===== config.mk =====
export PLATFORM = sky130hd
export DESIGN_NAME = cordic_angle_reduce
export DESIGN_NICKNAME = d
export VERILOG_FILES = /design/src/rtl/cordic_angle_reduce.sv
export SDC_FILE = /design/constraint.sdc
export NUM_CORES = 1
export LEC_CHECK = 0
export BUFFER_PORTS_ARGS = -buffer_cell sky130_fd_sc_hd__buf_2
export CAP_MARGIN = 20
export CORE_ASPECT_RATIO = 2
export CORE_UTILIZATION = 30
export DETAILED_ROUTE_END_ITERATION = 16
export MAX_ROUTING_LAYER = met4
export SETUP_SLACK_MARGIN = 0.5
export SYNTH_ARGS = -nofsm -noshare
export SYNTH_HDL_FRONTEND = slang
export SYNTH_SLANG_ARGS = --single-unit

===== constraint.sdc =====
create_clock -name clk -period 2.73 [get_ports clk]
set_input_delay 0.6825 -clock clk [delete_from_list [all_inputs] [get_ports clk]]
set_output_delay 0.6825 -clock clk [all_outputs]
set_load 0.005 [all_outputs]

===== src/rtl/cordic_angle_reduce.sv =====
// -----------------------------------------------------------------------------
// cordic_angle_reduce
//
// Range-reduction front end for the CORDIC core. A signed Q16.16 angle in
// radians is reduced modulo 2*pi by binary long division. Division steps run
// from 2*pi<<(STEPS-1) down to 2*pi<<0. The 0..2*pi result is then folded into
// [-pi/2, pi/2]. When the fold went through the pi offset, flip is raised so
// that the consumer negates both sin and cos.
//
// Ports:
//   clk        in   rising-edge clock
//   reset      in   synchronous, active-high; aborts any operation
//   start      in   request; only honoured while idle
//   angle_in   in   signed Q16.16 angle, captured on the accepting edge
//   angle_out  out  reduced signed Q16.16 angle, in [-HALF_PI, HALF_PI)
//   flip       out  1 = consumer negates both sin and cos
//   quad       out  quadrant of the 0..2*pi reduced angle
//   busy       out  high while an operation is in flight
//   done       out  one-cycle pulse; outputs are valid from this cycle on
// -----------------------------------------------------------------------------
module cordic_angle_reduce #(
    parameter int TWO_PI        = 411775,
    parameter int PI            = 205887,
    parameter int HALF_PI       = 102944,
    parameter int THREE_HALF_PI = 308831,
    parameter int STEPS         = 13
) (
    input  logic               clk,
    input  logic               reset,
    input  logic               start,
    input  logic signed [31:0] angle_in,
    output logic signed [31:0] angle_out,
    output logic               flip,
    output logic [1:0]         quad,
    output logic               busy,
    output logic               done
);

    localparam int KW = (STEPS > 1) ? $clog2(STEPS) : 1;

    localparam logic [32:0]   TWO_PI_W   = 33'(TWO_PI);
    localparam logic [32:0]   STEP_INIT  = TWO_PI_W << (STEPS - 1);
    localparam logic [KW-1:0] K_INIT     = KW'(STEPS - 1);

    localparam logic [31:0] TWO_PI_32        = 32'(TWO_PI);
    localparam logic [31:0] PI_32            = 32'(PI);
    localparam logic [31:0] HALF_PI_32       = 32'(HALF_PI);
    localparam logic [31:0] THREE_HALF_PI_32 = 32'(THREE_HALF_PI);

    typedef enum logic [1:0] {
        S_IDLE,
        S_REDUCE,
        S_WRAP,
        S_MAP
    } state_t;

    state_t             state_q, state_d;
    logic               neg_q, neg_d;
    logic [32:0]        mag_q, mag_d;
    logic [32:0]        step_q, step_d;
    logic [KW-1:0]      k_q, k_d;
    logic [31:0]        a_q, a_d;
    logic signed [31:0] angle_out_q, angle_out_d;
    logic               flip_q, flip_d;
    logic [1:0]         quad_q, quad_d;
    logic               done_q, done_d;

    // 33-bit sign extension, so that the magnitude of -2^31 is representable.
    logic [32:0] angle_ext;
    assign angle_ext = {angle_in[31], angle_in};

    always_comb begin
        state_d     = state_q;
        neg_d       = neg_q;
        mag_d       = mag_q;
        step_d      = step_q;
        k_d         = k_q;
        a_d         = a_q;
        angle_out_d = angle_out_q;
        flip_d      = flip_q;
        quad_d      = quad_q;
        done_d      = 1'b0;

        unique case (state_q)
            S_IDLE: begin
                if (start) begin
                    neg_d   = angle_in[31];
                    mag_d   = angle_in[31] ? (~angle_ext + 33'd1) : angle_ext;
                    step_d  = STEP_INIT;
                    k_d     = K_INIT;
                    state_d = S_REDUCE;
                end
            end

            S_REDUCE: begin
                // Restoring division step. Only the remainder is kept.
                if (mag_q >= step_q) begin
                    mag_d = mag_q - step_q;
                end
                step_d = step_q >> 1;
                if (k_q == '0) begin
                    state_d = S_WRAP;
                end else begin
                    k_d = k_q - 1'b1;
                end
            end

            S_WRAP: begin
                // At this point mag < 2*pi, so both results fit in 32 bits.
                // A negative input maps to 2*pi - |x| mod 2*pi. An exact
                // multiple of 2*pi stays at 0 rather than becoming 2*pi.
                if (neg_q && (mag_q != '0)) begin
                    a_d = 32'(TWO_PI_W - mag_q);
                end else begin
                    a_d = 32'(mag_q);
                end
                state_d = S_MAP;
            end

            S_MAP: begin
                if (a_q < HALF_PI_32) begin
                    angle_out_d = $signed(a_q);
                    flip_d      = 1'b0;
                end else if (a_q < THREE_HALF_PI_32) begin
                    angle_out_d = $signed(a_q - PI_32);
                    flip_d      = 1'b1;
                end else begin
                    angle_out_d = $signed(a_q - TWO_PI_32);
                    flip_d      = 1'b0;
                end

                if (a_q < HALF_PI_32) begin
                    quad_d = 2'd0;
                end else if (a_q < PI_32) begin
                    quad_d = 2'd1;
                end else if (a_q < THREE_HALF_PI_32) begin
                    quad_d = 2'd2;
                end else begin
                    quad_d = 2'd3;
                end

                done_d  = 1'b1;
                state_d = S_IDLE;
            end

            default: state_d = S_IDLE;
        endcase
    end

    always_ff @(posedge clk) begin
        if (reset) begin
            state_q     <= S_IDLE;
            neg_q       <= 1'b0;
            mag_q       <= '0;
            step_q      <= '0;
            k_q         <= '0;
            a_q         <= '0;
            angle_out_q <= '0;
            flip_q      <= 1'b0;
            quad_q      <= 2'd0;
            done_q      <= 1'b0;
        end else begin
            state_q     <= state_d;
            neg_q       <= neg_d;
            mag_q       <= mag_d;
            step_q      <= step_d;
            k_q         <= k_d;
            a_q         <= a_d;
            angle_out_q <= angle_out_d;
            flip_q      <= flip_d;
            quad_q      <= quad_d;
            done_q      <= done_d;
        end
    end

    assign angle_out = angle_out_q;
    assign flip      = flip_q;
    assign quad      = quad_q;
    assign done      = done_q;
    assign busy      = (state_q != S_IDLE);

endmodule


==> Yosys cells after proc, flatten, opt, wreduce, memory -nomap -nowiden <==
Index checks and enable logic that the tools add are counted.
{ "op_classes": {"n_shift": 0, "mux": 21, "div_mod_pow": 0, "n_mul": 0, "n_reduce_logical": 11, "bitwise": 1, "n_eq_ne": 7, "magnitude_cmp": 4, "addsub": 6} }
{ "ops": {"columns": ["cell", "count"], "rows": [
  ["33-bit 2-to-1 mux", 4],
  ["33-bit one-hot mux with 2 select lines", 2],
  ["32-bit 2-to-1 mux", 3],
  ["33-bit by 1-bit adder with 33-bit output (second input constant)", 1],
  ["33-bit >= comparator", 1],
  ["33-bit inverter", 1],
  ["33-bit nonzero test", 1],
  ["33-bit subtractor", 1],
  ["32-bit by 17-bit less-than comparator with 1-bit output (second input constant)", 1],
  ["32-bit by 18-bit less-than comparator with 1-bit output (second input constant)", 1],
  ["32-bit by 19-bit less-than comparator with 1-bit output (second input constant)", 1],
  ["19-bit by 32-bit subtractor with 32-bit output (first input constant)", 1],
  ["32-bit by 18-bit subtractor with 32-bit output (second input constant)", 1],
  ["32-bit by 19-bit subtractor with 32-bit output (second input constant)", 1],
  ["2-bit 2-to-1 mux", 4],
  ["4-bit 2-to-1 mux", 2],
  ["2-bit != test (second input constant)", 4],
  ["2-bit one-hot mux with 4 select lines", 1],
  ["4-bit one-hot mux with 2 select lines", 1],
  ["2-bit AND reduction", 3],
  ["3-bit AND reduction", 2],
  ["2-bit equality test (second input constant)", 2],
  ["4-bit logical NOT", 1],
  ["1-bit 2-to-1 mux", 4],
  ["other kinds (5)", 6]
]} }
{ "totals": {"mem_bits_ro": 0, "regBits": 141, "out_inout_bits": 37, "word_cells": 60, "memories": 0, "input_bits": 35, "latchBits": 0, "mem_bits_rw": 0} }

==> Logic depth before layout (Yosys ltp) <==
{ "depth": {"word_depth": 5, "mapped_depth": 13, "ltp_nobuf": 11} }

==> Worst setup path after synthesis <==
Ideal clock, no wire load.
{ "synth_timing": {"kind": "input to register", "startpoint": "input angle_in[5]", "endpoint": "register mag_q[29]", "setup_slack_ns": -0.170, "t_arrival_ns": 2.809, "path_stages": 7, "setup_time_ns": 0.091, "n_path_buf": 0, "cell_sequence": "or4_4 > nor4_1 > nand4_1 > o41ai_1 > xor2_1 > o32a_1 > a311oi_1"} }
{ "synth_between": {"elab_chain_len": 5} }
{ "synth_rtl": {"columns": ["item", "line", "text"], "rows": [
  ["start, declared", "31", "input logic signed [31:0] angle_in,"],
  ["33-bit inverter", "88", "mag_d = angle_in[31] ? (~angle_ext + 33'd1) : angle_ext;"],
  ["33-bit by 1-bit adder with 33-bit output", "88", null],
  ["33-bit 2-to-1 mux", "88", null],
  ["33-bit 2-to-1 mux", "86", "if (start) begin"],
  ["33-bit one-hot mux with 2 select lines", "84", "unique case (state_q)"],
  ["end signal, assigned", "165", "mag_q <= mag_d;"],
  ["end, declared", "59", "logic [32:0] mag_q, mag_d;"]
]} }
Every way passes these cells. The select of a mux whose other input is x is not followed.
A chain may end at the register's enable or synchronous reset.

==> Worst setup path after layout <==
{ "layout_timing": {"startpoint": "register step_q[6]", "endpoint": "register mag_q[4]"} }
{ "layout_between": {"elab_chain_len": 3} }
{ "layout_rtl": {"columns": ["item", "line", "text"], "rows": [
  ["start, declared", "60", "logic [32:0] step_q, step_d;"],
  ["start signal, assigned", "166", "step_q <= step_d;"],
  ["33-bit >= comparator", "97", "if (mag_q >= step_q) begin"],
  ["2-bit != test (no line)", null, null],
  ["3-bit AND reduction (no line)", null, null]
]} }
Every way passes these cells.

==> out/results.tsv <==
metric	value	unit
CTS sink count	139	
crit path max-delay cell type	a221o_1	
Bufs and invs on worst path	3	
HP Start	angle_out[7]$_SDFFE_PP0P_	
vias	10400	
Post-synth EDFFs	0	
Die Y	254	um
top post-synthesis cells by area	dfxtp_1 (29%), nor2_1 (5.9%), ha_1 (5.2%)	
Avg WL per Cell	18.1	um
TritonCTS clock tree	yes	
Req. time, crit path	3090	ps
H-tree levels	4	
Synth top area share	0.292	
Area Growth Syn to Fin	51.1	%
crit start category	flip-flop	
CTS Root Cell	clkbuf_16	
Switch Pwr	10.1	mW
RSZ-0062 raised after global routing	true	
count of final max-slew check failures	0	
Synth cell types	75	
WP data arrival	3220	ps
highest fanout seen on the critical path	5	
violated checks	setup timing	
final worst setup slack	-130	ps
DP Worst Slack	-240	ps
cell with the most instances after synthesis	nor2_1	
I/O pin count	72	
Post-synth top cells	nor2_1 (151), dfxtp_1 (139), clkbuf_1 (82), nand2_1 (82), a21oi_1 (76)	
TritonCTS Buffers	17	
VDD IR max	0.000997	V
Slew headroom	0.550	
cell family with most CP delay	compound AO/OA/AOI/OAI gates	
cell area after synthesis	0.00954	mm2
reg2reg setup slack	-130	ps
combinational share of power	0.754	
Synth Flop Type	dfxtp_1	
ant diodes	0	
Worst-Margin Slew	675	ps
initial core utilization	0.303	
initial antenna violation count	0	
Pint	12.1	mW
Tcrit/Tclk final	1.05	
first-pass GRT wire length	53300	um
share of layout cells above drive strength 1	0.388	
CP max stage delay	410	ps
Worst setup EP type	flip-flop	
Synth area leader	dfxtp_1	
RR Startpoint	step_q[6]$_SDFFE_PP0P_	
sequential area share after synthesis	0.292	
YS warnings	0	
die width	128	um
Finished Core Util	0.459	
Clock Power Share	0.103	
worst reg2reg endpoint	mag_q[4]$_SDFFE_PP0P_	
average size of a mapped cell	7.72	um2
GP Congestion	0.951	
Final Critical Period	2860	ps
worst min path class	flip-flop to flip-flop	
die area	0.0325	mm2
Hold Slack	481	ps
drc violations	0	
Power Dens Cells	1540	mW/mm2
Pre-antenna DRT Iters	5	
total grt overflow	0	
R2R depth	12	
Max clock buf depth	2	
Detailed Route Iter0 Violations	547	
asr flop ratio synth	0	
status	finished, violations left	
Lkg Pwr	5.71	nW
DP HPWL	24900	um
Core Rows	92	
CP cell instances	inv_2 -> ha_4 -> a211o_1 -> a21oi_2 -> nand4_1 -> a221o_1 -> o211ai_1 -> a21o_1 -> buf_6 -> clkbuf_16 -> a311oi_2 -> nor3_1	
GRT Util Overall	0.218	
Sw Ratio	0.454	
ANT nets after route	0	
Seq pwr share	0.143	
Mapped Cells	1236	
register bit count reported by yosys	139	
clock slew at reported path FFs	60	ps
critical path class	flip-flop to flip-flop	
post-layout net count	1572	
sum of negative setup slack	-1500	ps
Max Clock Skew	12.9	ps
Worst Setup SP	step_q[6]$_SDFFE_PP0P_	
DP Cell Count	1829	
I/O Buffers	71	
final setup fails	29	
Worst setup endpoint	mag_q[4]$_SDFFE_PP0P_	
fmax	350	MHz
worst-skew pair later-pin latency	440	ps
Via-to-Cell Ratio	5.36	
non-filler cells, final	1932	
largest net degree at the start of global routing	124	
vias in the first global route	10200	
final WL	35000	um
Max Cap Viol	0	
Hold Fails Final Rpt	0	
Core ar.	0.0314	mm2
critical path depth in cells	12	
Net Count, Synth	1312	
layout by cell type, fill, tap and decap left out, types with 10 or more instances in the layout:
master,instances
a211o_1,13
a211oi_1,56
a21o_1,18
a21oi_1,59
a21oi_4,10
a221oi_1,11
a22oi_1,21
a311oi_1,12
buf_2,70
buf_4,222
buf_6,24
clkbuf_16,20
dfxtp_1,116
dfxtp_2,16
ha_1,20
ha_4,15
inv_1,55
nand2_1,68
nand2_2,13
nand3_1,22
nand4_1,21
nor2_1,147
nor3_1,14
o211ai_1,12
o21ai_0,32
o21ai_1,15
o21ai_2,17
or3_1,20
xnor2_1,39
xor2_1,51
layout make-up:
type	count	area [um2]
Tap cell	423	529
Clock buffer	21	450
Sequential cell	139	2830
Timing Repair Buffer	336	2730
Fill cell	3047	17000
Clock inverter	11	120
Inverter	58	218
Multi-Input combinational cell	944	7530
layer usage:
metal  vias to the layer above  part of all wire  track usage
li1                       5039                 -            -
met1                      4889              0.35        0.199
met2                       298              0.55        0.418
met3                       136             0.034       0.0315
met4                         0             0.067        0.132
met5                         -                 0            -
sequential cells by signal, indices dropped and copies added (netlist names):
signal	flops
flip	1
angle_out	32
a_q	32
quad	2
mag_q	33
step_q	31
done	1
k_q	4
neg_q	1
state_q	2
power by group through the flow:
stage               combinational, mW  clock, mW  sequential [mW]
floorplan                        7.98          0             3.05
global placement                 11.8          0             3.12
detailed placement               11.8          0             3.14
CTS                              14.8       2.33             3.13
global route                     17.8       2.42             3.25
finish                           16.7       2.29             3.18
logic make-up (layout without fill, tap and decap cells):
| logic type | count (synthesis) | count (layout) | share of synthesized area |
|---|---|---|---|
| flops | 139 | 139 | 0.292 |
| fa+ha+maj | 43 | 43 | 0.0567 |
| xor+xnor | 102 | 102 | 0.0937 |
| simple gates | 400 | 401 | 0.200 |
| compound gates | 386 | 386 | 0.283 |
| buf+inv | 154 | 426 | 0.0625 |
| mux | 12 | 12 | 0.0129 |
worst min-delay path by stage:
stage / end / slack [ps] / cells after the start
2_1_floorplan: flip$_SDFFE_PP0P_ / 460 / 2
3_3_place_gp: flip$_SDFFE_PP0P_ / 460 / 2
3_5_place_dp: flip$_SDFFE_PP0P_ / 470 / 2
4_1_cts: flip$_SDFFE_PP0P_ / 480 / 2
5_1_grt: flip$_SDFFE_PP0P_ / 500 / 2
6_report: angle_out[7]$_SDFFE_PP0P_ / 480 / 2
worst min-delay path: stages, from the launching register on:
cell      delay, ps
dfxtp_1         310
nor2_1           80
a311oi_1         50
through the flow:
stage          power, mW  instance area, um2
2_1_floorplan       11.0               10100
3_3_place_gp        14.9               12000
3_5_place_dp        15.0               12000
4_1_cts             20.2               13600
5_1_grt             23.5               14400
6_report            22.2               14400
timing repair:
item | 4_1_cts | 5_1_grt
setup endpoints to repair | 106 | 99
buffers inserted | 35 | 23
pin swaps | 74 | 78
hold buffers | 0 | 0
hold endpoints to repair | 0 | 0
cloned | 8 | 5
resized for setup | 129 | 100
Note: power is estimated with default switching activity, not from simulation.
